--- src/rtl/dla_reset_pkg.sv ---
// Shared types and defaults for the coreDLA soft reset sequencer.
// Holds the sequencer state encoding and the counter-width helper.
package dla_reset_pkg;

    typedef enum logic [2:0] {
        ST_RUN,
        ST_DRAIN,
        ST_ASSERT,
        ST_RELEASE,
        ST_DONE
    } rst_state_e;

    localparam int DEFAULT_HOLD_CYCLES    = 16;
    localparam int DEFAULT_RELEASE_CYCLES = 8;
    localparam int DEFAULT_DRAIN_TIMEOUT  = 1024;

    function automatic int imax(input int a, input int b);
        return (a > b) ? a : b;
    endfunction

    // Wide enough to hold the largest of the three phase lengths.
    function automatic int counter_width(input int hold, input int rel, input int drain);
        return $clog2(imax(imax(hold, rel), imax(drain, 1)) + 1);
    endfunction

endpackage

--- src/rtl/dla_reset_down_counter.sv ---
// Loadable down-counter with a zero flag, shared by all timed sequencer phases.
// Load has priority over decrement; the count holds when neither is requested.
module dla_reset_down_counter #(
    parameter int               WIDTH       = 5,
    parameter logic [WIDTH-1:0] RESET_VALUE = '0
) (
    input  logic             clk,
    input  logic             rst_n,
    input  logic             load,
    input  logic [WIDTH-1:0] load_value,
    input  logic             dec,
    output logic             zero
);

    logic [WIDTH-1:0] count_q;
    logic [WIDTH-1:0] count_d;

    always_comb begin
        count_d = count_q;
        if (load) begin
            count_d = load_value;
        end else if (dec) begin
            count_d = count_q - 1'b1;
        end
    end

    always_ff @(posedge clk or negedge rst_n) begin
        if (!rst_n) begin
            count_q <= RESET_VALUE;
        end else begin
            count_q <= count_d;
        end
    end

    assign zero = (count_q == '0);

endmodule

--- src/rtl/dla_soft_reset_sequencer.sv ---
// Produces the active-low reset for the coreDLA reset handler, merging the board
// reset with a CSR soft reset request (drain, hold low, release window, done).
module dla_soft_reset_sequencer
    import dla_reset_pkg::*;
#(
    parameter int HOLD_CYCLES    = DEFAULT_HOLD_CYCLES,
    parameter int RELEASE_CYCLES = DEFAULT_RELEASE_CYCLES,
    parameter int DRAIN_TIMEOUT  = DEFAULT_DRAIN_TIMEOUT
) (
    input  logic clk,
    input  logic i_resetn,
    input  logic i_sw_reset_req,
    input  logic i_idle,
    output logic o_resetn,
    output logic o_busy,
    output logic o_done,
    output logic o_drain_timeout
);

    localparam int CNT_W = counter_width(HOLD_CYCLES, RELEASE_CYCLES, DRAIN_TIMEOUT);

    localparam int HOLD_LOAD_I  = (HOLD_CYCLES > 0)    ? HOLD_CYCLES - 1    : 0;
    localparam int REL_LOAD_I   = (RELEASE_CYCLES > 0) ? RELEASE_CYCLES - 1 : 0;
    localparam int DRAIN_LOAD_I = (DRAIN_TIMEOUT > 0)  ? DRAIN_TIMEOUT - 1  : 0;

    localparam logic [CNT_W-1:0] HOLD_LOAD  = CNT_W'(HOLD_LOAD_I);
    localparam logic [CNT_W-1:0] REL_LOAD   = CNT_W'(REL_LOAD_I);
    localparam logic [CNT_W-1:0] DRAIN_LOAD = CNT_W'(DRAIN_LOAD_I);

    if (HOLD_CYCLES < 1) begin : g_bad_hold
        $fatal(1, "HOLD_CYCLES must be >= 1");
    end
    if (RELEASE_CYCLES < 0) begin : g_bad_release
        $fatal(1, "RELEASE_CYCLES must be >= 0");
    end
    if (DRAIN_TIMEOUT < 0) begin : g_bad_drain
        $fatal(1, "DRAIN_TIMEOUT must be >= 0");
    end

    rst_state_e state_q, state_d;
    logic       req_prev_q;
    (* dont_merge *) logic resetn_q;
    logic       resetn_d;
    logic       busy_q, busy_d;
    logic       done_q, done_d;
    logic       drain_timeout_q, drain_timeout_d;

    logic             trig;
    logic             cnt_load;
    logic [CNT_W-1:0] cnt_load_value;
    logic             cnt_dec;
    logic             cnt_zero;

    assign trig = i_sw_reset_req & ~req_prev_q;

    dla_reset_down_counter #(
        .WIDTH       (CNT_W),
        .RESET_VALUE (HOLD_LOAD)
    ) u_counter (
        .clk        (clk),
        .rst_n      (i_resetn),
        .load       (cnt_load),
        .load_value (cnt_load_value),
        .dec        (cnt_dec),
        .zero       (cnt_zero)
    );

    always_comb begin
        state_d         = state_q;
        cnt_load        = 1'b0;
        cnt_load_value  = '0;
        cnt_dec         = 1'b0;
        drain_timeout_d = drain_timeout_q;

        case (state_q)
            ST_RUN: begin
                if (trig) begin
                    state_d         = ST_DRAIN;
                    drain_timeout_d = 1'b0;
                    cnt_load        = 1'b1;
                    cnt_load_value  = DRAIN_LOAD;
                end
            end
            ST_DRAIN: begin
                // Idle is checked first so it wins over a coincident timeout.
                if (i_idle) begin
                    state_d        = ST_ASSERT;
                    cnt_load       = 1'b1;
                    cnt_load_value = HOLD_LOAD;
                end else if (DRAIN_TIMEOUT != 0) begin
                    if (cnt_zero) begin
                        state_d         = ST_ASSERT;
                        drain_timeout_d = 1'b1;
                        cnt_load        = 1'b1;
                        cnt_load_value  = HOLD_LOAD;
                    end else begin
                        cnt_dec = 1'b1;
                    end
                end
            end
            ST_ASSERT: begin
                if (cnt_zero) begin
                    if (RELEASE_CYCLES == 0) begin
                        state_d = ST_DONE;
                    end else begin
                        state_d        = ST_RELEASE;
                        cnt_load       = 1'b1;
                        cnt_load_value = REL_LOAD;
                    end
                end else begin
                    cnt_dec = 1'b1;
                end
            end
            ST_RELEASE: begin
                if (cnt_zero) begin
                    state_d = ST_DONE;
                end else begin
                    cnt_dec = 1'b1;
                end
            end
            ST_DONE: begin
                state_d = ST_RUN;
            end
            default: begin
                state_d = ST_ASSERT;
            end
        endcase

        // Outputs are registered from the next state so they change on the entering edge.
        resetn_d = (state_d != ST_ASSERT);
        busy_d   = (state_d != ST_RUN);
        done_d   = (state_d == ST_DONE);
    end

    always_ff @(posedge clk or negedge i_resetn) begin
        if (!i_resetn) begin
            state_q         <= ST_ASSERT;
            req_prev_q      <= 1'b1;
            resetn_q        <= 1'b0;
            busy_q          <= 1'b1;
            done_q          <= 1'b0;
            drain_timeout_q <= 1'b0;
        end else begin
            state_q         <= state_d;
            req_prev_q      <= i_sw_reset_req;
            resetn_q        <= resetn_d;
            busy_q          <= busy_d;
            done_q          <= done_d;
            drain_timeout_q <= drain_timeout_d;
        end
    end

    assign o_resetn        = resetn_q;
    assign o_busy          = busy_q;
    assign o_done          = done_q;
    assign o_drain_timeout = drain_timeout_q;

endmodule
--- config.mk ---
export PLATFORM = sky130hd
export DESIGN_NAME = dla_soft_reset_sequencer
export DESIGN_NICKNAME = d
export VERILOG_FILES = /design/src/rtl/dla_reset_pkg.sv /design/src/rtl/dla_reset_down_counter.sv /design/src/rtl/dla_soft_reset_sequencer.sv
export SDC_FILE = /design/constraint.sdc
export NUM_CORES = 1
export LEC_CHECK = 0
export CORE_MARGIN = 4
export CORE_UTILIZATION = 57
export CTS_BUF_LIST = sky130_fd_sc_hd__clkbuf_2 sky130_fd_sc_hd__clkbuf_4 sky130_fd_sc_hd__clkbuf_8
export DETAILED_ROUTE_END_ITERATION = 16
export HOLD_SLACK_MARGIN = 0.06
export PLACE_DENSITY = 0.78
export SKIP_CTS_REPAIR_TIMING = 1
export SLEW_MARGIN = 20
export SYNTH_ARGS = -nofsm -noshare
export SYNTH_HDL_FRONTEND = slang
export SYNTH_SLANG_ARGS = --single-unit
--- constraint.sdc ---
create_clock -name clk -period 2.4 [get_ports clk]
set_input_delay 0.24 -clock clk [delete_from_list [all_inputs] [get_ports clk]]
set_output_delay 0.24 -clock clk [all_outputs]
set_load 0.005 [all_outputs]
==> qor.yml, run 1 <==
dominantRegCellSynth: "dfrtp_1"
cp-end-kind: "register"
rows: 15
power.density_nw_per_um2: 1100
wl_per_cell_um: 16.2
cts_buffers: 3
area_growth_pct: 13.8
synthArstFlopShare: 1.00
synth_area_um2: 1070
cts_tree: "done"
grt_use_total: 0.209
grt_pass1_vias: 938
start_kind: "register"
holdPathEnd: "req_prev_q$_DFF_PN1_"
peakVddDrop_v: 0.000741
synth-edff-count: 0
gp_congestion: 0.893
min_period_over_period: 0.872
netlist_instances: 107
tns_ns: 0
maxCapViolCount: 0
antennaDiodeCount: 0
drc: 0
portBuffers: 7
relSlewSlack: 0.460
synth_warnings: 0
hold_start: "i_sw_reset_req"
grt_pass1_wl_mm: 4.13
synth_nets: 112
drt-initial-drc-count: 49
worst_pin_slew_ns: 0.808
clock.fmax_mhz: 478
layout_min_cycle_time_ns: 2.09
finalHoldViolCount: 0
avgSynthCellArea_um2: 9.97
synth_common_cells: "dfrtp_1 (12), nor2_1 (8), dfstp_2 (7), inv_1 (7), nor3_1 (7)"
grt_max_degree: 20
rsz0062_at_grt: "false"
fp.dieH_um: 51.3
dieArea_um2: 2630
clk_path_buf_depth: 2
setup_viol: 0
ioPinCount: 8
cts_max_level: 1
routed_via_density: 6.36
slew_viol_final: 0
critPathMaxFanout: 6
skew_ns: 0.00257
drt_first_pass_iters: 4
power_mw: 1.34
cts_root_buf: "clkbuf_4"
cts.sinks: 19
critPathArrivalTime_ns: 2.31
dp_hpwl_mm: 1.77
synth_top_area_share: 0.281
routed_wl_mm: 2.35
yosysTopAreaCell: "dfrtp_1"
num_vias: 922
yosysMostFrequentCell: "dfrtp_1"
die_w_um: 51.3
core_area_um2: 1750
reg2reg_slack_ns: 0.31
antenna_found_initial: 0
floorplan.initialDensity: 0.611
fin_nets: 126
status: "complete, no violations"
timing.rr.start: "u_counter.count_q[6]$_DFFE_PN0P_"
post_synth_num_cell_types: 39
r2r_end: "u_counter.count_q[0]$_DFFE_PN1P_"
grt_overflow: 0
synth-seq-cells: 19
critical_path_class: "register to register"
ant_nets: 0
drive_gt1_frac: 0.208
reg2reg_depth: 4
path_clk_slew_ns: 0.11
seq_area_frac_synth: 0.454
crit_required_ns: 2.62
p_leak_nw: 0.516
synthTopCellsByArea: "dfrtp_1 (28%), dfstp_2 (17%), or4_1 (4.2%)"
hold_path_depth: 1
holdCritPathClass: "input port to register"
clock_latency_ns: 0.29
-- cell type report --
type | count | area [um^2]
inverter | 7 | 26.3
timing repair buffer | 10 | 92.6
tap | 25 | 31.3
fill | 139 | 531
clock inverter | 1 | 5.00
clock buffer | 3 | 22.5
sequential | 19 | 484
multi-input combinational | 80 | 553
-- layout by cell type (no fill, tap or decap), types with 2 or more instances in the layout --
cell type,Yosys,layout
dfrtp_1,12,12
nor2_1,8,8
inv_1,7,7
nor3_1,7,7
clkdlybuf4s50_1,0,7
dfstp_2,7,7
or4_1,6,6
o21ai_0,5,5
a21oi_1,5,5
o31ai_1,5,5
a31oi_1,5,5
nand2_1,4,4
nor4_1,3,3
clkbuf_4,0,3
buf_4,0,3
or2_2,2,2
nand3_1,2,2
o22ai_1,2,2
o2111ai_1,2,2
o211ai_1,2,2
and3_1,2,2
-- where the power goes --
group          switching [mW]  internal [mW]
Sequential              0.117          0.457
Combinational           0.334          0.268
Clock                  0.0989         0.0620
Total                   0.550          0.787
-- routing by layer --
metal | vias to the layer above | global-route usage | wire length, um
met3 | 2 | 0.0292 | 105
met2 | 26 | 0.350 | 1200
met1 | 448 | 0.269 | 1020
li1 | 446 | - | -
met5 | - | 0 | 0
met4 | 0 | 0.0917 | 17
-- state kept, by name (all words and copies together), names as in the netlist --
signal,count
o_done,1
u_counter.count_q,11
o_busy,1
req_prev_q,1
o_resetn,1
state_q,3
o_drain_timeout,1
-- worst max-delay path, cell delays in order, from the launching register on --
cell     delay [ns]
dfrtp_1        0.44
or4_4          0.59
nor4_4         0.40
nor3_1         0.09
or4_1          0.48
-- worst max-delay path by stage --
stage	from	endpoint	slack (ns)
CTS	u_counter.count_q[6]$_DFFE_PN0P_	u_counter.count_q[0]$_DFFE_PN1P_	0.31
global route	u_counter.count_q[6]$_DFFE_PN0P_	u_counter.count_q[7]$_DFFE_PN0P_	0.23
global placement	i_idle	u_counter.count_q[6]$_DFFE_PN0P_	0.24
detailed placement	i_idle	u_counter.count_q[6]$_DFFE_PN0P_	0.21
finish	u_counter.count_q[6]$_DFFE_PN0P_	u_counter.count_q[0]$_DFFE_PN1P_	0.31
floorplan	u_counter.count_q[6]$_DFFE_PN0P_	u_counter.count_q[0]$_DFFE_PN1P_	0.48
-- cells by family after synthesis --
family                     count (synthesis)  share of synthesized area
and+or+nand+nor                           44                      0.263
DFF                                       19                      0.454
AOI/OAI and AO/OA                         33                      0.224
muxes                                      2                     0.0199
adders and majority gates                  1                     0.0117
buffers and inverters                      8                     0.0281
-- through the flow --
step | setup slack, ns | utilization | cells | area (um^2) | hold slack, ns
after detailed placement | 0.208 | 0.680 | 141 | 1190 | 0.518
after CTS | 0.309 | 0.696 | 145 | 1210 | 0.380
after floorplan | 0.485 | - | 107 | 1070 | -0.0556
after global routing | 0.231 | 0.696 | 145 | 1210 | 0.384
final | 0.307 | 0.696 | 145 | 1210 | 0.388
after global placement | 0.238 | 0.680 | 141 | 1190 | 0.497
No activity file was read; power rests on OpenSTA's default activity.
==> inputs of run 2 (changes only) <==
Settings changed: SKIP_LAST_GASP set to 1.
==> results of run 2 <==
Final layout, timing and power as in run 1 (identical DEF).
==> inputs of run 3 (changes only) <==
Settings changed: DONT_BUFFER_PORTS set to 1, PLACE_DENSITY 0.78 to 0.72.
==> qor.yml, run 3 (synthesis gave the netlist of run 1 again) <==
dp_hpwl_mm: 1.69  # -4.7%
die_w_um: 51.3  # unchanged
grt_pass1_wl_mm: 4.04  # -2.2%
grt_pass1_vias: 829  # -12%
clock_latency_ns: 0.30  # about the same
cts_tree: "done"
cts_buffers: 3  # unchanged
routed_wl_mm: 2.31  # -1.4%
maxUsedRoutingLayer: "met4"
core_area_um2: 1750  # unchanged
grt_max_degree: 20  # unchanged
worst_pin_slew_ns: 0.812  # +0.00348 ns
antenna_found_initial: 0  # unchanged
rows: 15  # unchanged
peakVddDrop_v: 0.000654  # -12%
rsz0062_at_grt: "false"
drt-initial-drc-count: 18  # -63%
dieArea_um2: 2630  # unchanged
routed_via_density: 6.38  # +0.27%
fp.dieH_um: 51.3  # unchanged
maxCapViolCount: 0  # unchanged
drive_gt1_frac: 0.224  # +0.0158
largestRegisters: "u_counter.count_q (11), state_q (3)"
antennaDiodeCount: 0  # unchanged
setup_viol: 0  # unchanged
relSlewSlack: 0.457  # -0.00242
clk_path_buf_depth: 2  # unchanged
dpl_cell_area_um2: 1120  # -5.3%
finalHoldViolCount: 0  # unchanged
p_leak_nw: 0.503  # -2.6%
grt_use_total: 0.209  # -0.000747
clock.fmax_mhz: 486  # +1.7%
gp_congestion: 0.838  # -6.2%
largest_register_ffs: 11  # unchanged
fillCellCount: 139  # unchanged
critPathArrivalTime_ns: 2.28  # -0.03 ns
wl_per_cell_um: 16.4  # +1.3%
status: "complete, no violations"
ant_nets: 0  # unchanged
holdCritPathClass: "input port to register"
power.density_nw_per_um2: 1130  # +2.4%
num_vias: 899  # -2.5%
hold_ws_ns: 0.162  # -0.225 ns
layout_min_cycle_time_ns: 2.06  # -0.0344 ns
skew_ns: 0.00128  # -0.00129 ns
floorplan.initialDensity: 0.611  # unchanged
layout_common_cells: "dfrtp_1 (12), nor2_1 (8), inv_1 (7), nor3_1 (7), dfstp_2 (7)"
grt_overflow: 0  # unchanged
slew_viol_final: 0  # unchanged
fin_area_um2: 1170  # -3.3%
cts_root_buf: "clkbuf_4"
portBuffers: 0  # -7
cts_max_level: 1  # unchanged
start_kind: "register"
cp-end-kind: "register"
critical_path_class: "register to register"
top_register: "u_counter.count_q"
cts.sinks: 19  # unchanged
fin_nets: 122  # -3.2%
crit_required_ns: 2.63  # about the same
path_clk_slew_ns: 0.10  # about the same
final_common_cell: "dfrtp_1"
dr_wl_met3_um: 89  # -15%
area_growth_pct: 10.1
ioPinCount: 8  # unchanged
route.met2.wl_um: 996  # -17%
tns_ns: 0  # unchanged
drc: 0  # unchanged
min_period_over_period: 0.858  # -0.0143
drt_first_pass_iters: 4  # unchanged
met1_length_mm: 1.20  # +17%
critPathMaxFanout: 6  # unchanged
run 3: changes by cell type in the layout (fill, tap and decap cells not counted), sizes merged:
| cell | delta |
|---|---|
| buf | +1 |
| clkbuf | +1 |
| clkdlybuf4s50 | -7 |
| clkinv | -1 |
| dlygate4sd3 | +2 |
run 3: per-stage QoR:
stage	total power [mW]	setup WS, ns	instances	util
5_1_grt	1.42	0.273	141	0.673
2_1_floorplan	0.991	0.485	107	-
4_1_cts	1.31	0.349	139	0.662
3_5_place_dp	1.14	0.367	135	0.644
3_3_place_gp	1.11	0.420	135	0.644
6_report	1.32	0.342	141	0.673
run 3: path summary, 6_finish.rpt:
check                                             startpoint  slack (ns)                           endpoint  depth (start not counted)
max                         u_counter.count_q[6]$_DFFE_PN0P_        0.34   u_counter.count_q[0]$_DFFE_PN1P_                          4
min                                                   i_idle        0.16        o_drain_timeout$_DFFE_PN0P_                          3
max reg2reg                 u_counter.count_q[6]$_DFFE_PN0P_        0.34   u_counter.count_q[0]$_DFFE_PN1P_                          4
min reg2reg                u_counter.count_q[10]$_DFFE_PN0P_        0.54  u_counter.count_q[10]$_DFFE_PN0P_                          2
max in group asynchronous                           i_resetn        1.44   u_counter.count_q[5]$_DFFE_PN0P_                          1
min in group asynchronous                           i_resetn        0.46                 o_resetn$_DFF_PN0_                          1
run 3: power breakdown:
part           internal (mW)  switching (mW)
Combinational          0.248           0.316
Sequential             0.457           0.127
Clock                 0.0762          0.0997
Total                  0.782           0.543
run 3: cell type report:
type | instances | area, um^2 | area share
Multi-Input combinational cell | 80 | 553 | 0.471
Sequential cell | 19 | 484 | 0.412
Timing Repair Buffer | 6 | 50.0 | 0.0426
Tap cell | 25 | 31.3 | 0.0266
Clock buffer | 4 | 30.0 | 0.0256
Inverter | 7 | 26.3 | 0.0224
run 3: layer usage:
metal,global-route usage,vias up
li1,-,438
met1,0.315,441
met2,0.290,18
met3,0.0437,2
met4,0.0786,0
met5,0,-
run 3: worst max-delay path, stage by stage (launching register included):
cell     delay, ns
dfrtp_1       0.45
or4_4         0.59
nor4_4        0.38
nor3_1        0.08
or4_1         0.48
